<file path="src/rtl/fetch_invalidate_controller_pkg.sv">
// Shared I-cache types for the fetch invalidate controller: sequencer states and line index type.
package fetch_invalidate_controller_pkg;

   localparam int unsigned ICACHE_INDEX_WIDTH = 6;

   typedef logic [ICACHE_INDEX_WIDTH-1:0] icache_index_t;

   typedef enum logic [2:0] {
      StIdle,
      StDrain,
      StInvICache,
      StFlushTlb,
      StDone
   } fetch_inv_state_t;

endpackage

</file>
<file path="src/rtl/fetch_invalidate_controller.sv">
// Sequences FENCE.I / SFENCE.VMA: halt and drain fetch, walk every I-cache index, flush I-TLB.
// Optional FETCH_INV_PERF_COUNTER_EN adds invCycleCount, a saturating count of busy cycles.
module fetch_invalidate_controller
   import fetch_invalidate_controller_pkg::*;
#(
   parameter int unsigned INDEX_WIDTH = ICACHE_INDEX_WIDTH
) (
   input  logic                   clk,
   input  logic                   rstN,
   input  logic                   reqICache,
   input  logic                   reqTlb,
   output logic                   busy,
   output logic                   done,
   output logic                   fetchHalt,
   input  logic                   fetchIdle,
   output logic                   iCacheInvValid,
   output logic [INDEX_WIDTH-1:0] iCacheInvIndex,
   input  logic                   iCacheInvReady,
   output logic                   tlbFlush,
   input  logic                   tlbFlushDone
`ifdef FETCH_INV_PERF_COUNTER_EN
   ,
   output logic [31:0]            invCycleCount
`endif
);

   fetch_inv_state_t       r_state;
   fetch_inv_state_t       w_state_d;
   logic                   r_pend_icache;
   logic                   r_pend_tlb;
   logic [INDEX_WIDTH-1:0] r_count;
   logic                   w_last;
   logic                   w_enter_inv;
   logic                   w_enter_tlb;
   logic                   r_busy;
   logic                   r_done;
   logic                   r_fetch_halt;
   logic                   r_inv_valid;
   logic                   r_tlb_flush;

   assign w_last      = (r_count == {INDEX_WIDTH{1'b1}});
   assign w_enter_inv = (w_state_d == StInvICache) && (r_state != StInvICache);
   assign w_enter_tlb = (w_state_d == StFlushTlb) && (r_state != StFlushTlb);

   always_comb begin
      w_state_d = r_state;
      unique case (r_state)
         StIdle: begin
            if (r_pend_icache || r_pend_tlb || reqICache || reqTlb) w_state_d = StDrain;
         end
         StDrain: begin
            if (fetchIdle) w_state_d = r_pend_icache ? StInvICache : StFlushTlb;
         end
         StInvICache: begin
            if (iCacheInvReady && w_last) w_state_d = r_pend_tlb ? StFlushTlb : StDone;
         end
         StFlushTlb: begin
            if (tlbFlushDone) w_state_d = StDone;
         end
         StDone: begin
            w_state_d = (r_pend_icache || r_pend_tlb) ? StDrain : StIdle;
         end
         default: w_state_d = StIdle;
      endcase
   end

   // Outputs are registered from the next state so they line up with r_state.
   always_ff @(posedge clk or negedge rstN) begin
      if (!rstN) begin
         r_state       <= StIdle;
         r_pend_icache <= 1'b0;
         r_pend_tlb    <= 1'b0;
         r_count       <= '0;
         r_busy        <= 1'b0;
         r_done        <= 1'b0;
         r_fetch_halt  <= 1'b0;
         r_inv_valid   <= 1'b0;
         r_tlb_flush   <= 1'b0;
      end else begin
         r_state       <= w_state_d;
         // A request in the same cycle as its phase entry survives for a further pass.
         r_pend_icache <= reqICache | (r_pend_icache & ~w_enter_inv);
         r_pend_tlb    <= reqTlb | (r_pend_tlb & ~w_enter_tlb);
         if (w_enter_inv) begin
            r_count <= '0;
         end else if ((r_state == StInvICache) && iCacheInvReady) begin
            r_count <= r_count + 1'b1;
         end
         r_busy       <= (w_state_d != StIdle);
         r_done       <= (w_state_d == StDone);
         r_fetch_halt <= (w_state_d != StIdle);
         r_inv_valid  <= (w_state_d == StInvICache);
         r_tlb_flush  <= (w_state_d == StFlushTlb);
      end
   end

   assign busy           = r_busy;
   assign done           = r_done;
   assign fetchHalt      = r_fetch_halt;
   assign iCacheInvValid = r_inv_valid;
   assign iCacheInvIndex = r_count;
   assign tlbFlush       = r_tlb_flush;

`ifdef FETCH_INV_PERF_COUNTER_EN
   logic [31:0] r_cycle_count;

   always_ff @(posedge clk or negedge rstN) begin
      if (!rstN) begin
         r_cycle_count <= '0;
      end else if (r_busy && (r_cycle_count != 32'hFFFF_FFFF)) begin
         r_cycle_count <= r_cycle_count + 32'd1;
      end
   end

   assign invCycleCount = r_cycle_count;
`endif

endmodule
</file>
<file path="config.mk">
export PLATFORM = sky130hd
export DESIGN_NAME = fetch_invalidate_controller
export DESIGN_NICKNAME = d
export VERILOG_FILES = /design/src/rtl/fetch_invalidate_controller_pkg.sv /design/src/rtl/fetch_invalidate_controller.sv
export SDC_FILE = /design/constraint.sdc
export NUM_CORES = 1
export LEC_CHECK = 0
export CAP_MARGIN = 20
export CORE_UTILIZATION = 35
export CTS_CLUSTER_DIAMETER = 120
export DETAILED_ROUTE_END_ITERATION = 7
export PLACE_DENSITY_LB_ADDON = 0.12
export SYNTH_ARGS = -nofsm -noshare
export SYNTH_HDL_FRONTEND = slang
export SYNTH_SLANG_ARGS = --single-unit
</file>
<file path="constraint.sdc">
create_clock -name clk -period 1.8 [get_ports clk]
set_input_delay 0.18 -clock clk [delete_from_list [all_inputs] [get_ports clk]]
set_output_delay 0.18 -clock clk [all_outputs]
set_load 0.01 [all_outputs]
</file>
==> impl_metrics.prom, run 1 <==
# TYPE chip_impl_metric gauge
chip_impl_metric{name="synthToLayoutAreaGrowth",unit="%"} 35.0
chip_impl_metric{name="synth_simple_gate_area_share",unit="%"} 25.7
chip_impl_metric{name="synth-warning-count",unit=""} 0
chip_impl_metric{name="ant_nets",unit=""} 0
chip_impl_metric{name="slew_violations",unit=""} 0
chip_impl_metric{name="timing.final.crit_period",unit="ns"} 1.70
chip_impl_metric{name="dp_worst_setup_slack",unit="ns"} 0.0599
chip_impl_metric{name="synthAdderAreaFrac",unit="%"} 1.65
chip_impl_metric{name="fin_setup_tns",unit="ns"} 0
chip_impl_metric{name="clk_pin_slew",unit="ns"} 0.09
chip_impl_metric{name="synthesis.instances",unit=""} 74
chip_impl_metric{name="vias_per_cell",unit=""} 5.04
chip_impl_metric{name="setup_viol",unit=""} 0
chip_impl_metric{name="num_antenna_cells",unit=""} 0
chip_impl_metric{name="synth.net_count",unit=""} 82
chip_impl_metric{name="final-instance-count-excl-fill",unit=""} 127
chip_impl_metric{name="leakagePower",unit="nW"} 0.437
chip_impl_metric{name="clk_latency",unit="ns"} 0.29
chip_impl_metric{name="cap_violations",unit=""} 0
chip_impl_metric{name="drive_gt1_share",unit="%"} 16.0
chip_impl_metric{name="synth-xor-area-share",unit="%"} 2.31
chip_impl_metric{name="die_w",unit="um"} 48.5
chip_impl_info{name="worst_path_max_delay_cell",value="dfrtp_1"} 1
chip_impl_metric{name="crit_path_max_fanout",unit=""} 3
chip_impl_metric{name="io_buffers",unit=""} 17
chip_impl_metric{name="arr_time_crit_path",unit="ns"} 1.88
chip_impl_metric{name="min_period_over_period",unit="%"} 94.7
chip_impl_metric{name="row_count",unit=""} 16
chip_impl_metric{name="wl",unit="um"} 1580
chip_impl_metric{name="num_vias",unit=""} 640
chip_impl_metric{name="cts_resized",unit=""} 0
chip_impl_metric{name="regToRegSetupSlack",unit="ns"} 0.1
chip_impl_metric{name="numCtsBuffers",unit=""} 3
chip_impl_info{name="criticalPathCategory",value="flop to flop"} 1
chip_impl_metric{name="post-dp-hpwl",unit="um"} 1220
chip_impl_metric{name="fillers",unit=""} 196
chip_impl_metric{name="globalRoute.totalOverflow",unit=""} 0
chip_impl_metric{name="die_area",unit="um2"} 2360
chip_impl_metric{name="drcViolationCount",unit=""} 0
chip_impl_metric{name="post_synth_instance_area",unit="um2"} 758
chip_impl_metric{name="grt_pass1_wl",unit="um"} 2860
chip_impl_metric{name="timing.reg2reg.worst_path_depth",unit=""} 6
chip_impl_metric{name="number_of_iterations_in_the_first_detailed_routing_pass",unit=""} 4
chip_impl_info{name="status",value="complete, no violations"} 1
chip_impl_metric{name="timing.final.hold_violations",unit=""} 0
chip_impl_info{name="grt_setup_unrepaired",value="no"} 1
chip_impl_metric{name="biggest_cell_delay_along_the_critical_path",unit="ns"} 0.40
chip_impl_metric{name="skew_final",unit="ns"} 0.00330
chip_impl_metric{name="fmaxAchievable",unit="GHz"} 0.587
chip_impl_info{name="holdCritPathClass",value="input pin to asynchronous set/reset pin"} 1
chip_impl_metric{name="powerDensity",unit="nW/um2"} 1400
chip_impl_metric{name="grt_pass1_vias",unit=""} 637
chip_impl_metric{name="dp.cells",unit=""} 123
chip_impl_metric{name="synth_compound_gate_area_share",unit="%"} 16.3
chip_impl_metric{name="whs",unit="ns"} 0.153
chip_impl_metric{name="fin_nets",unit=""} 109
chip_impl_metric{name="drt-wirelength-per-cell",unit="um"} 12.5
chip_impl_info{name="synth_top_family_by_area",value="simple AND/OR/NAND/NOR gates"} 1
chip_impl_metric{name="grt_usage",unit="%"} 16.4
chip_impl_metric{name="core_area",unit="um2"} 2000
chip_impl_metric{name="count_of_buffers_added_by_post_cts_timing_repair_for_setup",unit=""} 0
chip_impl_metric{name="cts-hold-fix-buffers",unit=""} 0
chip_impl_info{name="rr_endpoint",value="fetchHalt"} 1
chip_impl_metric{name="tightestPinTransition",unit="ns"} 0.500
chip_impl_metric{name="die-height",unit="um"} 48.5
chip_impl_metric{name="gp_congestion",unit=""} 0.777
chip_impl_info{name="tritoncts",value="built"} 1
chip_impl_metric{name="drt_iter0_drcs",unit=""} 3
chip_impl_metric{name="maxSlewHeadroom",unit="%"} 66.5
chip_impl_metric{name="netlist_cell_types",unit=""} 31
chip_impl_info{name="end_kind",value="flop"} 1
chip_impl_metric{name="timing.critical_path.required",unit="ns"} 1.97
chip_impl_metric{name="floorplan.initialDensity",unit="%"} 37.9
chip_impl_info{name="worst_path_dominant_cell_family",value="simple AND/OR/NAND/NOR gates"} 1
chip_impl_info{name="crit-reg2reg-launch",value="iCacheInvIndex[0]"} 1
chip_impl_metric{name="ctsLongestPathBuffers",unit=""} 2
chip_impl_metric{name="postSynthAreaPerCell",unit="um2"} 10.2
chip_impl_metric{name="total_number_of_h_tree_levels",unit=""} 1
chip_impl_metric{name="cp.buffers_inverters",unit=""} 1
chip_impl_metric{name="antenna_violations_before_repair",unit=""} 0
chip_impl_metric{name="proportion_of_synthesized_area_in_mux_cells",unit="%"} 0
chip_impl_metric{name="power.ir.vdd_worst",unit="mV"} 0.813
chip_impl_metric{name="seq_area_frac_synth",unit="%"} 49.5
chip_impl_metric{name="synth-seq-cells",unit=""} 15
chip_impl_metric{name="clock-sinks",unit=""} 15
chip_impl_metric{name="pin_count",unit=""} 18
chip_impl_metric{name="final.setup.worst_slack",unit="ns"} 0.0955
chip_impl_info{name="worstSetupStartpointType",value="flop"} 1
chip_impl_info{name="cts-root-buf",value="clkbuf_4"} 1
chip_impl_info{name="critical_path.cell_chain",value="ha_1 -> nand4_1 -> nor2_1 -> a311oi_2 -> inv_2 -> or3_1"} 1
chip_impl_metric{name="grt_start_max_net_pins",unit=""} 10
-- placed cells by master (no fill, tap or decap), drive strengths merged, types with 2 or more instances in the layout --
cell type | synthesis | final
o21ai | 4 | 4
clkbuf | 0 | 3
xnor2 | 2 | 2
inv | 4 | 4
o21bai | 2 | 2
a21oi | 4 | 4
and2 | 2 | 2
nand4 | 3 | 3
nand2b | 2 | 2
nor3 | 5 | 5
buf | 2 | 7
nand2 | 3 | 3
and3b | 2 | 2
nor2 | 8 | 8
a211oi | 2 | 2
nor2b | 2 | 2
dfrtp | 15 | 15
clkdlybuf4s50 | 0 | 17
-- power by group --
part           internal (W)  switching [W]  leakage (nW)
combinational      0.000373       0.000336         0.231
clock             0.0000827       0.000114        0.0177
sequential         0.000437      0.0000952         0.188
total              0.000893       0.000544         0.437
-- per-stage QoR --
stage	total power (W)	cell area [um2]	util (%)
2_1_floorplan	0.000940	758	-
3_3_place_gp	0.00125	996	49.8
3_5_place_dp	0.00125	996	49.8
4_1_cts	0.00145	1020	51.1
5_1_grt	0.00156	1020	51.1
6_report	0.00144	1020	51.1
-- registers in the layout (all words and copies together) (netlist names) --
register        count
done                1
fetchHalt           1
iCacheInvIndex      6
iCacheInvValid      1
r_pend_icache       1
r_pend_tlb          1
r_state             3
tlbFlush            1
-- layer usage --
metal / global-route usage [%] / wire length [um]
met3: 5.97 / 81
met2: 27.2 / 770
met5: 0 / 0
met4: 7.35 / 17
met1: 18.7 / 716
-- final cells by class --
class | instances | area [um2] | share of cell area [%]
Clock buffer | 3 | 22.5 | 2.20
Clock inverter | 1 | 5.00 | 0.489
Inverter | 4 | 15.0 | 1.47
Multi-Input combinational cell | 53 | 349 | 34.1
Sequential cell | 15 | 375 | 36.7
Tap cell | 27 | 33.8 | 3.30
Timing Repair Buffer | 24 | 223 | 21.8
-- synth_stat cells, drive strengths merged --
master / instances / share of area, %
xnor2: 2 / 2.3
inv: 4 / 2.0
or3b: 1 / 1.2
buf: 2 / 2.5
a31oi: 1 / 0.83
nor2b: 2 / 1.6
and2: 2 / 1.6
a211oi: 2 / 2.0
and3b: 2 / 2.3
ha: 1 / 1.6
o21bai: 2 / 2.0
dfrtp: 15 / 50
nand3b: 1 / 0.99
or3: 1 / 0.83
o221ai: 1 / 2.0
a41oi: 1 / 1.2
a21oi: 4 / 2.6
nand2: 3 / 1.5
nand3: 1 / 0.66
a221oi: 1 / 1.2
nand2b: 2 / 1.6
nand4: 3 / 2.5
a311oi: 1 / 2.0
or4b: 1 / 1.3
nor3: 5 / 4.0
nor3b: 1 / 1.6
o21ai: 4 / 2.6
nor2: 8 / 4.0
-- logic make-up (layout without fill, tap and decap cells) --
group | after synthesis | in the layout
xor+xnor | 2 | 2
flops | 15 | 15
simple gates | 33 | 33
fa+ha+maj | 1 | 1
compound gates | 17 | 17
buf+inv | 6 | 32
-- how the worst max path moves through the flow --
stage | start | to | cells after the start
floorplan | iCacheInvIndex[0] | fetchHalt | 6
global placement | reqTlb | fetchHalt | 6
detailed placement | reqTlb | fetchHalt | 6
CTS | iCacheInvIndex[0] | fetchHalt | 6
global route | iCacheInvIndex[0] | fetchHalt | 6
finish | iCacheInvIndex[0] | fetchHalt | 6
Note: power is estimated with default switching activity, not from simulation.
==> inputs of run 2 (changes only) <==
Settings changed: CTS_CLUSTER_SIZE set to 24.
==> results of run 2 <==
No change in the layout: final DEF, timing and power equal those of run 1.
==> inputs of run 3 (changes only) <==
Settings changed: SLEW_MARGIN set to 20.
==> results of run 3 <==
No change in the layout: final DEF, timing and power equal those of run 1.
